`src/rtl/if_stage_if.sv`:
```
// Instruction-memory request/response bundle between the fetch stage and imem.
// Single outstanding request; response is a one-cycle strobe without backpressure.
interface if_stage_if;
  logic        imem_req_valid;
  logic        imem_req_ready;
  logic [31:0] imem_addr;
  logic        imem_rsp_valid;
  logic [31:0] imem_rsp_data;

  modport master (
    output imem_req_valid,
    output imem_addr,
    input  imem_req_ready,
    input  imem_rsp_valid,
    input  imem_rsp_data
  );

  modport slave (
    input  imem_req_valid,
    input  imem_addr,
    output imem_req_ready,
    output imem_rsp_valid,
    output imem_rsp_data
  );
endinterface

```
`src/rtl/if_stage.sv`:
```
// Instruction fetch stage: issues one imem request at a time, holds the
// returned word for decode, and handles flush, misaligned PCs and drain.
module if_stage #(
  parameter logic [31:0] NOP_WORD = 32'h00000013
) (
  input  logic        CLK,
  input  logic        RESET,
  input  logic [31:0] IP,
  input  logic        flush,
  if_stage_if.master  imem,
  output logic [31:0] instr,
  output logic [31:0] instr_pc,
  output logic        instr_valid,
  input  logic        instr_ready,
  output logic [6:0]  OP,
  output logic        misalign_err,
  output logic [15:0] fetch_count
);

  typedef enum logic [2:0] {
    S_IDLE,
    S_REQ,
    S_WAIT,
    S_HOLD,
    S_DRAIN
  } state_t;

  state_t      state_q, state_d;
  logic [31:0] addr_q, addr_d;
  logic [31:0] instr_q, instr_d;
  logic [31:0] pc_q, pc_d;
  logic        mis_q, mis_d;
  logic [15:0] cnt_q, cnt_d;
  logic        issue;

  always_comb begin
    state_d = state_q;
    addr_d  = addr_q;
    instr_d = instr_q;
    pc_d    = pc_q;
    mis_d   = mis_q;
    cnt_d   = cnt_q;
    issue   = 1'b0;

    unique case (state_q)
      S_IDLE: begin
        if (!flush) issue = 1'b1;
      end
      S_REQ: begin
        if (flush) begin
          state_d = imem.imem_req_ready ? S_DRAIN : S_IDLE;
        end else if (imem.imem_req_ready) begin
          state_d = S_WAIT;
        end
      end
      S_WAIT: begin
        if (flush) begin
          state_d = imem.imem_rsp_valid ? S_IDLE : S_DRAIN;
        end else if (imem.imem_rsp_valid) begin
          instr_d = imem.imem_rsp_data;
          pc_d    = addr_q;
          mis_d   = 1'b0;
          state_d = S_HOLD;
        end
      end
      S_HOLD: begin
        if (flush) begin
          state_d = S_IDLE;
        end else if (instr_ready) begin
          cnt_d = cnt_q + 16'd1;
          issue = 1'b1;
        end
      end
      S_DRAIN: begin
        if (imem.imem_rsp_valid) state_d = S_IDLE;
      end
      default: state_d = S_IDLE;
    endcase

    // Shared by IDLE and an accepted HOLD so fetches issue back-to-back
    if (issue) begin
      if (IP[1:0] == 2'b00) begin
        addr_d  = IP;
        state_d = S_REQ;
      end else begin
        instr_d = NOP_WORD;
        pc_d    = IP;
        mis_d   = 1'b1;
        state_d = S_HOLD;
      end
    end
  end

  always_ff @(posedge CLK) begin
    if (RESET) begin
      state_q <= S_IDLE;
      addr_q  <= '0;
      instr_q <= NOP_WORD;
      pc_q    <= '0;
      mis_q   <= 1'b0;
      cnt_q   <= '0;
    end else begin
      state_q <= state_d;
      addr_q  <= addr_d;
      instr_q <= instr_d;
      pc_q    <= pc_d;
      mis_q   <= mis_d;
      cnt_q   <= cnt_d;
    end
  end

  assign imem.imem_req_valid = (state_q == S_REQ);
  assign imem.imem_addr      = addr_q;
  assign instr_valid         = (state_q == S_HOLD);
  assign instr               = instr_valid ? instr_q : NOP_WORD;
  assign instr_pc            = pc_q;
  assign OP                  = instr[6:0];
  assign misalign_err        = instr_valid & mis_q;
  assign fetch_count         = cnt_q;

endmodule
```
`src/flat_wrapper.sv`:
```
// flat-port wrapper written by rule: the top's interface ports become plain ports
module if_stage_flat 
#(
  parameter logic [31:0] NOP_WORD = 32'h00000013
)
  (CLK, RESET, IP, flush, instr, instr_pc, instr_valid, instr_ready, OP, misalign_err, fetch_count, imem_imem_req_valid, imem_imem_addr, imem_imem_req_ready, imem_imem_rsp_valid, imem_imem_rsp_data);
  if_stage_if imem_i ();
  input  logic CLK;
  input  logic RESET;
  input  logic [31:0] IP;
  input  logic flush;
  output logic [31:0] instr;
  output logic [31:0] instr_pc;
  output logic instr_valid;
  input  logic instr_ready;
  output logic [6:0] OP;
  output logic misalign_err;
  output logic [15:0] fetch_count;
  output wire logic [$bits(imem_i.imem_req_valid)-1:0] imem_imem_req_valid;
  output wire logic [$bits(imem_i.imem_addr)-1:0] imem_imem_addr;
  input wire logic [$bits(imem_i.imem_req_ready)-1:0] imem_imem_req_ready;
  input wire logic [$bits(imem_i.imem_rsp_valid)-1:0] imem_imem_rsp_valid;
  input wire logic [$bits(imem_i.imem_rsp_data)-1:0] imem_imem_rsp_data;
  assign imem_imem_req_valid = imem_i.imem_req_valid;
  assign imem_imem_addr = imem_i.imem_addr;
  assign imem_i.imem_req_ready = imem_imem_req_ready;
  assign imem_i.imem_rsp_valid = imem_imem_rsp_valid;
  assign imem_i.imem_rsp_data = imem_imem_rsp_data;
  if_stage #(.NOP_WORD(NOP_WORD)) u_core (.CLK(CLK), .RESET(RESET), .IP(IP), .flush(flush), .imem(imem_i), .instr(instr), .instr_pc(instr_pc), .instr_valid(instr_valid), .instr_ready(instr_ready), .OP(OP), .misalign_err(misalign_err), .fetch_count(fetch_count));
endmodule
```
`config.mk`:
```
export PLATFORM = sky130hd
export DESIGN_NAME = if_stage_flat
export DESIGN_NICKNAME = d
export VERILOG_FILES = /design/src/rtl/if_stage_if.sv /design/src/rtl/if_stage.sv /design/src/flat_wrapper.sv
export SDC_FILE = /design/constraint.sdc
export NUM_CORES = 1
export LEC_CHECK = 0
export BUFFER_PORTS_ARGS = -buffer_cell sky130_fd_sc_hd__buf_2
export CORE_UTILIZATION = 43
export DETAILED_ROUTE_END_ITERATION = 12
export PLACE_DENSITY = 0.72
export SLEW_MARGIN = 15
export SYNTH_ARGS = -nofsm -noshare
export SYNTH_HDL_FRONTEND = slang
export SYNTH_SLANG_ARGS = --single-unit
```
`constraint.sdc`:
```
create_clock -name CLK -period 2.4 [get_ports CLK]
set_clock_uncertainty 0.1 [all_clocks]
set_input_delay 0.48 -clock CLK [delete_from_list [all_inputs] [get_ports CLK]]
set_output_delay 0.48 -clock CLK [all_outputs]
set_load 0.005 [all_outputs]
```
Word level (Yosys, flattened, before mapping)
Index checks and enable logic that the tools add are counted.
- bits in registers: 116
- add/sub/neg operators: 1
- multiplexer cells: 31
- bitwise gates (word level): 2
- reductions and logical operators: 5
- equality and inequality tests: 9
- operators with widths (operator ; number):
    $mux W32 ; 11
    $mux W3 ; 9
    $add A16 B1 Y16 const B ; 1
    $pmux W3 S5 ; 1
    $mux W1 ; 8
    $eq A3 B2 Y1 const B ; 2
    $reduce_and A5 Y1 ; 1
    $ne A4 B2 Y1 const B ; 1
    $ne A4 B3 Y1 const B ; 1
    $eq A3 B1 Y1 const B ; 1
    $eq A3 B3 Y1 const B ; 1
    $logic_not A3 Y1 ; 1
    $ne A3 B2 Y1 const B ; 1
    $ne A3 B3 Y1 const B ; 1
    $reduce_and A3 Y1 ; 1
    $logic_not A2 Y1 ; 1
    $mux W2 ; 1
    $ne A2 B1 Y1 const B ; 1
    $pmux W1 S2 ; 1
    $reduce_and A2 Y1 ; 1
    $and A1 B1 Y1 ; 1
    $not A1 Y1 ; 1

Depth between registers and ports, before layout
- depth in word-level cells: 5
- depth in mapped cells: 7
- mapped depth without buffers: 5

Worst setup path before layout
Ideal clock, no wire load.
- kind: flip-flop to output port
- from: register u_core.state_q[0]
- to: output instr[2]
- cell stages (with the launch flop): 8
- arrival: 1468 ps
- path slack: 352 ps
- path buffers: 4
- cell sequence: dfxtp_1 -> buf_2 -> nand3b_1 -> inv_2 -> clkbuf_1 -> clkbuf_1 -> and2_1 -> buf_4
- word-level cells in the longest chain between the ends: 2
- ends and longest elaborated chain (item ; RTL line ; source):
    start, declared ; if_stage.sv:28 ; state_t state_q, state_d;
    start signal, assigned ; if_stage.sv:103 ; state_q <= state_d;
    $eq A3 B2 Y1 ; if_stage.sv:114 ; assign instr_valid = (state_q == S_HOLD);
    $mux W32 ; if_stage.sv:115 ; assign instr = instr_valid ? instr_q : NOP_WORD;
    end, declared ; flat_wrapper.sv:12 ; output logic [31:0] instr;
Every way passes these cells.

Final worst setup path
- from: register u_core.state_q[2]
- to: output instr[3]
The elaborated chain is that of the path after synthesis.

==> metrics.md <==
| Metric | Value |
|---|---|
| Worst path max stage delay | `0.37 ns` |
| Post-placement cell count | `907` |
| Core Rows | `38` |
| Initial antenna violation count | `0` |
| DP Worst Slack | `0.327 ns` |
| Critical path data required time | `1.82 ns` |
| Status | `finished clean` |
| Syn Nets | `687` |
| Crit Path Class | `reg -> out` |
| Ys Warns | `0` |
| Synth Cell Area | `4850 um^2` |
| Fraction of layout instances using a drive strength above 1 | `0.306` |
| Max_cap viols | `0` |
| Leak pwr | `2.82 nW` |
| Library cells used by synthesis | `43` |
| First-pass GRT wire length | `20300 um` |
| RSZ-0062 raised after global routing | `false` |
| Ys flop type | `dfxtp_1` |
| Vias in the first global route | `4279` |
| CP arrival | `1.67 ns` |
| Post-synth top area share | `0.478` |
| Initial DRC count | `268` |
| Post-Layout Cell Count | `937` |
| CTS Buf Count | `17` |
| Syn Inst Count | `616` |
| Synth Register Bits | `116` |
| WL/cell | `13.8 um` |
| ANT cells | `0` |
| Area Overhead vs Synth | `33.0%` |
| Synth area leaders | `dfxtp_1 (48%), nand2_1 (15%), a21oi_1 (7.3%), a311oi_1 (5.4%), and2_1 (4.1%)` |
| Placer congestion estimate | `0.857` |
| TritonCTS clock tree | `done` |
| CP endpoint kind | `output port` |
| Port-buffer cells | `191` |
| Worst-path cell chain | `nand3b_1, inv_2, buf_8, and2_1, buf_2` |
| Setup WS post-layout | `0.146 ns` |
| Area leader, netlist | `dfxtp_1` |
| Nets | `857` |
| Die Area | `11700 um^2` |
| HPWL after DPL | `9040 um` |
| Drt pass-1 iters | `4` |
| Clock-pin slew on the worst setup and hold paths | `0.05 ns` |
| Detail Route Antenna Nets | `0` |
| Worst-Skew Late Latency | `0.40 ns` |
| Largest net degree at the start of global routing | `64` |
| Final Hold Vio Count | `0` |
| Root Buffer Master | `clkbuf_16` |
| Vias | `4790` |
| Tcrit/Tclk final | `0.939` |
| Critical path's top delay family | `buffers and inverters` |
| VDD IR max | `0.346 mV` |
| CP Buf/Inv Count | `3` |
| Slew @ Worst Pin | `0.525 ns` |
| Final wirelength | `13000 um` |
| Total GRT Usage | `0.222` |
| H-tree depth | `4` |
| Fmax | `444 MHz` |
| FF-to-FF setup slack | `0.43 ns` |
| Slew Limit Fails | `0` |
| Final setup fails | `0` |
| Crit path time final | `2.25 ns` |
| Final TNS setup | `0 ns` |
| Core area | `10900 um^2` |
| I/O Pins | `192` |
| Vias per cell | `5.11` |
| Crit-path slowest cell | `dfxtp_1` |
| Hold Path Class | `in -> reg` |
| Die height | `108 um` |
| Async SR Flop Fraction | `0` |
| Worst hold margin | `0.212 ns` |
| CTS Sinks | `116` |
| Width of the die | `108 um` |
| Synth Area per Inst | `7.88 um^2` |
| Grt total ovfl | `0` |
| Critical path peak fanout | `40` |
| Seq/Total Area, Yosys | `0.478` |
| Cell Pwr Density | `742 nW/um^2` |
| Initial Util | `0.444` |
| Commonest non-fill, non-tap cells in the layout | `nand2_1 (191), buf_2 (191), dfxtp_1 (114)` |
| Post-synth EDFFs | `0` |
| Critical Path Source Type | `flop` |
| DRC Markers | `0` |
| Relative slew slack | `0.650` |
| Clock buffer depth | `2` |
metrics by stage:
| step | utilization | power (mW) | instance area (um^2) |
|---|---|---|---|
| 2_1_floorplan | - | 2.31 | 4850 |
| 3_3_place_gp | 0.539 | 2.51 | 5900 |
| 3_5_place_dp | 0.539 | 2.52 | 5900 |
| 4_1_cts | 0.590 | 4.84 | 6450 |
| 5_1_grt | 0.590 | 4.98 | 6450 |
| 6_report | 0.590 | 4.79 | 6450 |
cells by family (layout without fill, tap and decap cells):
family | Yosys count | after routing | synth area share
AO/OA/AOI/OAI | 117 | 117 | 0.150
XOR/XNOR | 7 | 7 | 0.0126
adder cells (fa/ha/maj) | 1 | 1 | 0.00258
buffers and inverters | 55 | 236 | 0.0544
flip-flops | 116 | 116 | 0.478
multiplexers | 4 | 4 | 0.00851
AND/OR/NAND/NOR | 316 | 316 | 0.293
synth_stat cells, drive strengths merged (4+ instances only):
library cell  count
nand3             7
or2               4
nand3b            4
nor2             41
buf              31
a21oi            71
nor3b             5
nand2           192
nand2b            4
nand4             7
or4               4
o31ai             4
and2             32
xor2              4
clkbuf           23
a311oi           30
o21ai             5
dfxtp           116
timing repair:
action / 4_1_cts / 5_1_grt
buffers inserted: 0 / 0
setup endpoints to repair: 9 / 40
endpoints found under the hold margin: 0 / 0
gates resized for setup: 1 / 3
hold buffers: 0 / 0
where the power goes:
group	switching [mW]	internal, mW
Sequential	0.0502	2.01
Combinational	0.238	0.183
Clock	0.793	1.51
tightest hold or removal path, cell delays in order:
cell	delay (ns)
buf_2	0.08
nand2_1	0.04
nand3_1	0.06
state kept, by name (all words and copies together) (netlist names):
| signal | flops |
|---|---|
| u_core.imem.imem_addr | 32 |
| u_core.fetch_count | 16 |
| u_core.state_q | 3 |
| u_core.instr_pc | 32 |
| u_core.mis_q | 1 |
| u_core.instr_q | 32 |
worst paths after layout:
check	start	end	cells past startpoint
min reg2reg	u_core.instr_q[6]$_SDFF_PP0_	u_core.instr_q[6]$_SDFF_PP0_	2
max reg2reg	u_core.fetch_count[3]$_SDFFE_PP0P_	u_core.fetch_count[15]$_SDFFE_PP0P_	4
max	u_core.state_q[2]$_SDFFE_PP0P_	instr[3]	5
min	imem_imem_rsp_data[1]	u_core.instr_q[1]$_SDFF_PP1_	3
routing by layer:
| layer | global-route usage | part of all wire | vias to the layer above |
|---|---|---|---|
| li1 | - | - | 2409 |
| met1 | 0.267 | 0.44 | 2206 |
| met2 | 0.369 | 0.47 | 163 |
| met3 | 0.0651 | 0.078 | 12 |
| met4 | 0.0861 | 0.011 | 0 |
| met5 | 0 | 0 | - |
cell type report:
cell class / instances / area [um^2]
flip-flops and latches: 116 / 2320
clock inverters: 5 / 50.0
inverters: 1 / 3.75
repair buffers: 205 / 1120
well taps: 140 / 175
fillers: 979 / 4480
multi-input cells: 445 / 2290
clock buffers: 25 / 495
No activity file was read; power rests on OpenSTA's default activity.
